File: src/rtl/trafficlight_monitor.sv
// Safety monitor / lamp driver: decodes hwy/road codes to lamps, tracks phase order, latches the first fault.
// Latency: one cycle from sampled input pair to every output (all outputs registered).
// Backpressure: none; a new pair is sampled every clock and fault_ack is the only input honoured in FAULT.
module trafficlight_monitor #(
    parameter int MIN_YELLOW = 3,
    parameter int FLASH_HALF = 4,
    parameter int DWELL_W    = 8
) (
    input  logic               clock,
    input  logic               clear_n,
    input  logic [1:0]         hwy,
    input  logic [1:0]         road,
    input  logic               fault_ack,
    output logic [2:0]         hwy_lamp,
    output logic [2:0]         road_lamp,
    output logic               fault,
    output logic [2:0]         fault_code,
    output logic [2:0]         phase,
    output logic [DWELL_W-1:0] dwell
);

    localparam logic [2:0] PH_HG    = 3'd0;
    localparam logic [2:0] PH_HY    = 3'd1;
    localparam logic [2:0] PH_AR    = 3'd2;
    localparam logic [2:0] PH_RG    = 3'd3;
    localparam logic [2:0] PH_RY    = 3'd4;
    localparam logic [2:0] PH_INIT  = 3'd5;
    localparam logic [2:0] PH_FAULT = 3'd6;

    localparam logic [2:0] LAMP_RED = 3'b100;
    localparam logic [2:0] LAMP_OFF = 3'b000;

    localparam logic [DWELL_W-1:0] DWELL_MAX = '1;

    // Flash counter spans one full on/off period
    localparam int             FLASH_W      = (FLASH_HALF > 1) ? $clog2(2 * FLASH_HALF) : 1;
    localparam logic [FLASH_W-1:0] FLASH_LAST = FLASH_W'(2 * FLASH_HALF - 1);
    localparam logic [FLASH_W-1:0] FLASH_OFF  = FLASH_W'(FLASH_HALF);

    logic [FLASH_W-1:0] flash_cnt;
    logic [FLASH_W-1:0] flash_nxt;
    logic [2:0]         phase_nxt;
    logic [DWELL_W-1:0] dwell_nxt;
    logic               fault_nxt;
    logic [2:0]         code_nxt;
    logic [2:0]         det_code;
    logic [2:0]         pair_ph;
    logic [2:0]         succ_ph;
    logic               enc_bad;
    logic               conflict;
    logic [2:0]         hwy_lamp_nxt;
    logic [2:0]         road_lamp_nxt;

    function automatic logic [2:0] decode_lamp(input logic [1:0] c);
        case (c)
            2'b01:   return 3'b001;
            2'b10:   return 3'b010;
            default: return LAMP_RED;
        endcase
    endfunction

    // Classify the sampled pair and find the legal successor of the tracked phase
    always_comb begin
        enc_bad  = (hwy == 2'b11) || (road == 2'b11);
        conflict = (hwy != 2'b00) && (road != 2'b00);
        case ({hwy, road})
            4'b0100: pair_ph = PH_HG;
            4'b1000: pair_ph = PH_HY;
            4'b0000: pair_ph = PH_AR;
            4'b0001: pair_ph = PH_RG;
            4'b0010: pair_ph = PH_RY;
            default: pair_ph = PH_FAULT;
        endcase
        case (phase)
            PH_HG:   succ_ph = PH_HY;
            PH_HY:   succ_ph = PH_AR;
            PH_AR:   succ_ph = PH_RG;
            PH_RG:   succ_ph = PH_RY;
            PH_RY:   succ_ph = PH_HG;
            default: succ_ph = PH_INIT;
        endcase
    end

    // State register: phase, dwell, fault latch, flash counter and lamp drives
    always_ff @(posedge clock or negedge clear_n) begin
        if (!clear_n) begin
            phase      <= PH_INIT;
            dwell      <= '0;
            fault      <= 1'b0;
            fault_code <= 3'd0;
            flash_cnt  <= '0;
            hwy_lamp   <= LAMP_RED;
            road_lamp  <= LAMP_RED;
        end else begin
            phase      <= phase_nxt;
            dwell      <= dwell_nxt;
            fault      <= fault_nxt;
            fault_code <= code_nxt;
            flash_cnt  <= flash_nxt;
            hwy_lamp   <= hwy_lamp_nxt;
            road_lamp  <= road_lamp_nxt;
        end
    end

    // Next state: prioritised fault detection, phase tracking and dwell counting
    always_comb begin
        phase_nxt = phase;
        dwell_nxt = dwell;
        fault_nxt = fault;
        code_nxt  = fault_code;
        flash_nxt = flash_cnt;
        det_code  = 3'd0;
        if (phase == PH_FAULT) begin
            dwell_nxt = '0;
            if (fault_ack) begin
                phase_nxt = PH_INIT;
                fault_nxt = 1'b0;
                code_nxt  = 3'd0;
                flash_nxt = '0;
            end else begin
                flash_nxt = (flash_cnt == FLASH_LAST) ? '0 : flash_cnt + 1'b1;
            end
        end else begin
            if (enc_bad) begin
                det_code = 3'd1;
            end else if (conflict) begin
                det_code = 3'd2;
            end else if (phase != PH_INIT && pair_ph != phase) begin
                // INIT adopts anything valid; otherwise only the successor is allowed
                if (pair_ph != succ_ph) begin
                    det_code = 3'd3;
                end else if ((phase == PH_HY || phase == PH_RY) &&
                             int'(dwell) < MIN_YELLOW && dwell != DWELL_MAX) begin
                    det_code = 3'd4;
                end
            end
            if (det_code != 3'd0) begin
                phase_nxt = PH_FAULT;
                fault_nxt = 1'b1;
                code_nxt  = det_code;
                dwell_nxt = '0;
                flash_nxt = '0;
            end else if (pair_ph == phase) begin
                dwell_nxt = (dwell == DWELL_MAX) ? dwell : dwell + 1'b1;
            end else begin
                phase_nxt = pair_ph;
                dwell_nxt = {{(DWELL_W-1){1'b0}}, 1'b1};
            end
        end
    end

    // Lamp outputs: flashing red in FAULT, steady red in INIT, otherwise decoded codes
    always_comb begin
        hwy_lamp_nxt  = LAMP_RED;
        road_lamp_nxt = LAMP_RED;
        if (phase_nxt == PH_FAULT) begin
            if (flash_nxt >= FLASH_OFF) begin
                hwy_lamp_nxt  = LAMP_OFF;
                road_lamp_nxt = LAMP_OFF;
            end
        end else if (phase_nxt != PH_INIT) begin
            hwy_lamp_nxt  = decode_lamp(hwy);
            road_lamp_nxt = decode_lamp(road);
        end
    end

endmodule

File: config.mk
export PLATFORM = sky130hd
export DESIGN_NAME = trafficlight_monitor
export DESIGN_NICKNAME = d
export VERILOG_FILES = /design/src/rtl/trafficlight_monitor.sv
export SDC_FILE = /design/constraint.sdc
export NUM_CORES = 1
export LEC_CHECK = 0
export BUFFER_PORTS_ARGS = -buffer_cell sky130_fd_sc_hd__buf_2
export CAP_MARGIN = 10
export CORE_ASPECT_RATIO = 0.5
export CORE_MARGIN = 8
export CORE_UTILIZATION = 59
export DETAILED_ROUTE_END_ITERATION = 10
export GPL_TIMING_DRIVEN = 0
export PLACE_DENSITY = 0.84
export SYNTH_ARGS = -nofsm -noshare
export SYNTH_HDL_FRONTEND = slang
export SYNTH_SLANG_ARGS = --single-unit
export TNS_END_PERCENT = 100
File: constraint.sdc
create_clock -name clock -period 4.3 [get_ports clock]
set_clock_uncertainty 0.1 [all_clocks]
set_input_delay 0.86 -clock clock [delete_from_list [all_inputs] [get_ports clock]]
set_output_delay 0.86 -clock clock [all_outputs]
set_load 0.02 [all_outputs]
**After elaboration in Yosys (flattened, before gate mapping)**

Index checks and enable logic that the tools add are counted.

- Bits in latches: 0
- Memories: 0
- Output and inout bits: 21
- Input bits: 7
- Bits in writable memories: 0
- Logic and storage cells: 83
- Memory bits (read-only): 0
- Bits in registers: 24

- Divide/modulo/power cells: 0
- Multipliers: 0
- Reduce and logical (&&, ||, !) cells: 13
- Shifts and indexed selects: 0
- Equality and inequality tests: 26
- Muxes and demuxes: 33
- Bitwise logic cells: 0
- $add $sub $neg: 2
- Magnitude comparators: 2

Operators by type and width:

| kind | number |
|---|---|
| $mux 3 | 22 |
| $mux 8 | 4 |
| $pmux 3 s5 | 2 |
| $eq 3x3->1 const B | 4 |
| $pmux 3 s2 | 2 |
| $add 8x1->8 const B | 1 |
| $eq 2x2->1 const B | 4 |
| $eq 8x8->1 const B | 1 |
| $lt 8x2->1 const B | 1 |
| $ne 8x8->1 const B | 1 |
| $eq 3x2->1 const B | 2 |
| $ne 3x3->1 | 2 |
| $ne 3x3->1 const B | 2 |
| $reduce_bool 2->1 | 3 |
| $eq 2x1->1 const B | 2 |
| $eq 4x1->1 const B | 1 |
| $eq 4x2->1 const B | 1 |
| $eq 4x3->1 const B | 1 |
| $eq 4x4->1 const B | 1 |
| $logic_and 1x1->1 | 4 |
| $logic_not 4->1 | 1 |
| $ne 4x4->1 const B | 1 |
| $add 3x1->3 const B | 1 |
| $eq 3x1->1 const B | 1 |
| other kinds (8) | 11 |

**Longest topological paths before layout**

- Word-level depth: 16
- Depth in mapped cells: 11
- Mapped depth without buffers: 9

**Least setup slack after synthesis**

No wires, ideal clock.

- Path type: input -> register
- Start: input port hwy[0]
- End: register fault_code[1]
- Arrival time: 2.992 ns
- Setup time: 0.124 ns
- Data required time: 4.076 ns
- Stages on the path: 10
- Buffers on the path: 1
- Slack: 1.084 ns
- Cells stage by stage: inv_1 ha_1 o21ba_2 a32oi_1 xnor2_1 a21oi_1 a2111o_1 and3_4 buf_6 a211o_1

- Cells in the longest elaborated chain, start to end: 11
- Elaborated cells on any way between the ends: 23
- Those cells by class: eq/ne (7); mux (8); reduce/logical (8)

Ends and longest elaborated chain:

| what | line | RTL |
|---|---|---|
| start: declaration | 11 | `input logic [1:0] hwy,` |
| $eq 4x2->1 (tied with other cells) | 66 | `case ({hwy, road})` |
| $pmux 3 s5 | 66 |  |
| $ne 3x3->1, on equally long branches | 130, 128 |  |
| $mux 3 / $logic_and 1x1->1 (equally long branches) | 130, 128 |  |
| $mux 3 | 128 | `end else if (phase != PH_INIT && pair_ph != phase) begin` |
| $mux 3 | 126 | `end else if (conflict) begin` |
| $mux 3 * | 124 | `if (enc_bad) begin` |
| $mux 3 * | 113 | `if (phase == PH_FAULT) begin` |
| $reduce_bool 3->1 | 137 | `if (det_code != 3'd0) begin` |
| $reduce_bool 2->1 (no source line) | -- |  |
| $reduce_and 2->1 (no source line) | -- |  |
| end signal: assignment | 98 | `fault_code <= code_nxt;` |
| end: declaration | 17 | `output logic [2:0] fault_code,` |

Every way passes the cells marked *; elsewhere a longest branch is shown, timed or not. The select of a mux whose other input is x is not followed.
A chain may end at the register's enable or synchronous reset.

**Final worst setup path**

Ends and elaborated chain as after synthesis.

==> impl_metrics.yaml <==
cells_and_area:
  num_antenna_cells: 0
  layout.nets: 210
  layout-drive-gt1-share: 0.2565
  fill_cells: 213
  layout_commonest_cell: "buf_2"
  synthToLayoutAreaGrowth_pct: 14.30
  mostFrequentLayoutCells: "29 x buf_2, 20 x dfrtp_1, 11 x ha_1, 10 x nand2_1"
  stdcell_count: 228
  fin_area_mm2: 0.001810
logic_synthesis:
  synthAdderAreaFrac: 0.08689
  synthArstFlopShare: 1.000
  synth-compound-area-share: 0.2188
  yosys.area_share.simple: 0.2148
  ys_warn_count: 0
  syn_area_mm2: 0.001584
  synth_xor_area_frac: 0.04423
  synthesis.nets: 178
  synth_area_per_cell_um2: 9.900
  ys_types: 50
  synthMuxAreaShare: 0.006319
  ys_seq_area_frac: 0.3823
  synthFlopType: "dfrtp_1"
  synthCells: 160
  synth_top_family_by_area: "compound AO/OA/AOI/OAI gates"
  ys_ff_latch: 24
  synth-edff-count: 0
die:
  dieWidth_um: 89.28
  placementRows: 13
  die_h_um: 52.64
  die-area_mm2: 0.004699
  initial_core_util: 0.6164
  io_pins: 28
  core_mm2: 0.002570
placement:
  finalWeightedCongestion: 0.8928
  dp_hpwl_mm: 2.777
  portBuffers: 27
  place_area_mm2: 0.001765
  placed_cells: 224
setup_path:
  required_ns: 4.36
  worstPathCellList: "buf_2, inv_1, ha_1, o21ba_2, a32oi_1, xnor2_1, a21oi_1, a2111o_1, and3_4, buf_6, a211o_1"
  slowest_delay_ns: 0.52
  cp.arrival_ns: 3.42
  crit_fanout: 10
  startpoint_type: "primary input"
  critical-path-slowest-cell: "a2111o_1"
  crit_type: "in -> reg"
  endpoint_kind: "flop"
job:
  max-cap-violations: 0
drt:
  postRouteAntennaNets: 0
  wl_per_cell_um: 15.84
  wirelength_mm: 3.611
  first_pass_iters: 5
  vias: 1377
  drc_errors: 0
  drt_iter0_markers: 64
  vias_per_cell: 6.039
cts:
  root_buffer: "clkbuf_8"
  cts_sinks: 24
  cts_resized: 0
  cts_buffer_depth: 2
  htree_levels: 1
  cts_setup_buffers: 0
  cts_tree: "built"
  numCtsBuffers: 3
  cts_hold_buffers: 0
  path_clk_slew_ns: 0.08
  insertion_delay_ns: 0.27
power:
  p_int_mw: 0.3644
  power_frac_comb: 0.281
  report.power.total_mw: 0.5454
  p_clk_frac: 0.255
  switching_share: 0.3319
  power_frac_seq: 0.465
  p_per_area_mw_per_mm2: 301.2
  p_sw_mw: 0.1810
  vdd_drop_max_uv: 127.6
  power.leakage_nw: 0.8600
sta:
  slew_headroom: 0.6406
  setup_viol: 0
  fin_tns_setup_ns: 0
  worst-slew-pin-transition_ns: 0.5380
  max_clock_freq_mhz: 297.0
  hold_violations: 0
  rsz0062_at_grt: "no"
  slew_viol_final: 0
  min_period_ns: 3.367
  period_share: 0.7831
global_route:
  grt-ovfl-total: 0
  grt.total_usage: 0.1688
  grt_pass1_wl_mm: 6.099
  grt_pass1_vias: 1314
  antenna_found_initial: 0
  grt_start_max_net_pins: 25
status:
  status: "complete, no violations"
min_path:
  hp-class: "reg -> reg"
==> final timing paths <==
check	startpoint	to	slack [ns]	cells past startpoint
worst max-delay path	hwy[0]	fault_code[1]	0.93	11
worst min-delay path	fault	fault	0.40	1
worst max register to register	phase[1]	fault_code[1]	1.64	8
worst min register to register	fault	fault	0.40	1
max in group asynchronous	clear_n	road_lamp[2]	3.27	1
min in group asynchronous	clear_n	dwell[3]	0.46	1
==> cell families (layout without fill, tap and decap cells) <==
logic type,after synthesis,count (layout)
XOR/XNOR,8,8
AND/OR/NAND/NOR,60,60
multiplexers,1,1
buffers and inverters,15,46
adder cells (fa/ha/maj),11,11
AO/OA/AOI/OAI,41,41
flip-flops,24,24
==> metal layers <==
metal	global-route usage	share of wire
met1	0.2100	0.44
met4	0.05722	0.012
met5	0	0
met3	0.04219	0.070
met2	0.2805	0.48
==> worst max-delay path: cells and delay by family <==
| family | cells | cell delay [ns] |
|---|---|---|
| AOI/OAI and AO/OA | 5 | 1.55 |
| adders and majority gates | 1 | 0.28 |
| xor gates and xnor gates | 1 | 0.23 |
| buffers and inverters | 3 | 0.29 |
| and+or+nand+nor | 1 | 0.21 |
==> flip-flops by register name (all words and copies together) (netlist names) <==
name	flops
phase	3
dwell	8
fault	1
hwy_lamp	3
flash_cnt	3
fault_code	3
road_lamp	3
==> cell type report <==
type / instances / area (um2) / area share
clock buffers: 4 / 45.04 / 0.02488
flip-flops and latches: 24 / 605.6 / 0.3345
multi-input cells: 121 / 904.6 / 0.4997
repair buffers: 27 / 135.1 / 0.07464
inverters: 8 / 30.03 / 0.01659
well taps: 37 / 46.29 / 0.02557
plain buffers: 7 / 43.79 / 0.02419
==> synth_stat cells, drive strengths merged (2+ instances only) <==
cell     count  area share
a2111oi      2       0.016
a211o        2       0.011
a211oi       4       0.019
a21oi        5       0.016
a22o         5       0.028
a31oi        3       0.012
and3         9       0.039
buf          4       0.021
clkbuf       3      0.0071
dfrtp       20        0.32
dfstp        4       0.066
ha          11       0.087
inv          8       0.019
nand2       10       0.024
nand3        9       0.028
nand3b       3       0.014
nand4        2      0.0079
nor2        10       0.025
nor2b        3       0.012
nor3         4       0.013
nor3b        2      0.0095
nor4         3       0.021
o211ai       2       0.013
o21ai        4       0.013
o311ai       2       0.011
or2          2      0.0079
xnor2        6       0.033
xor2         2       0.011
==> metrics by stage <==
stage               setup slack, ns  hold slack, ns    util
floorplan                     1.084          0.3771       -
CTS                          0.9828          0.4046  0.7045
global route                 0.8091          0.4138  0.7045
global placement             0.7566          0.3618  0.6870
finish                       0.9327          0.4032  0.7045
detailed placement           0.6910          0.3809  0.6870
==> power groups by stage <==
stage / clock network [mW] / registers (mW) / logic [mW]
floorplan: 0 / 0.272 / 0.0920
global placement: 0 / 0.256 / 0.148
detailed placement: 0 / 0.258 / 0.153
CTS: 0.139 / 0.254 / 0.153
global route: 0.152 / 0.256 / 0.167
finish: 0.139 / 0.253 / 0.153
Power figures use the tool's default switching activity.
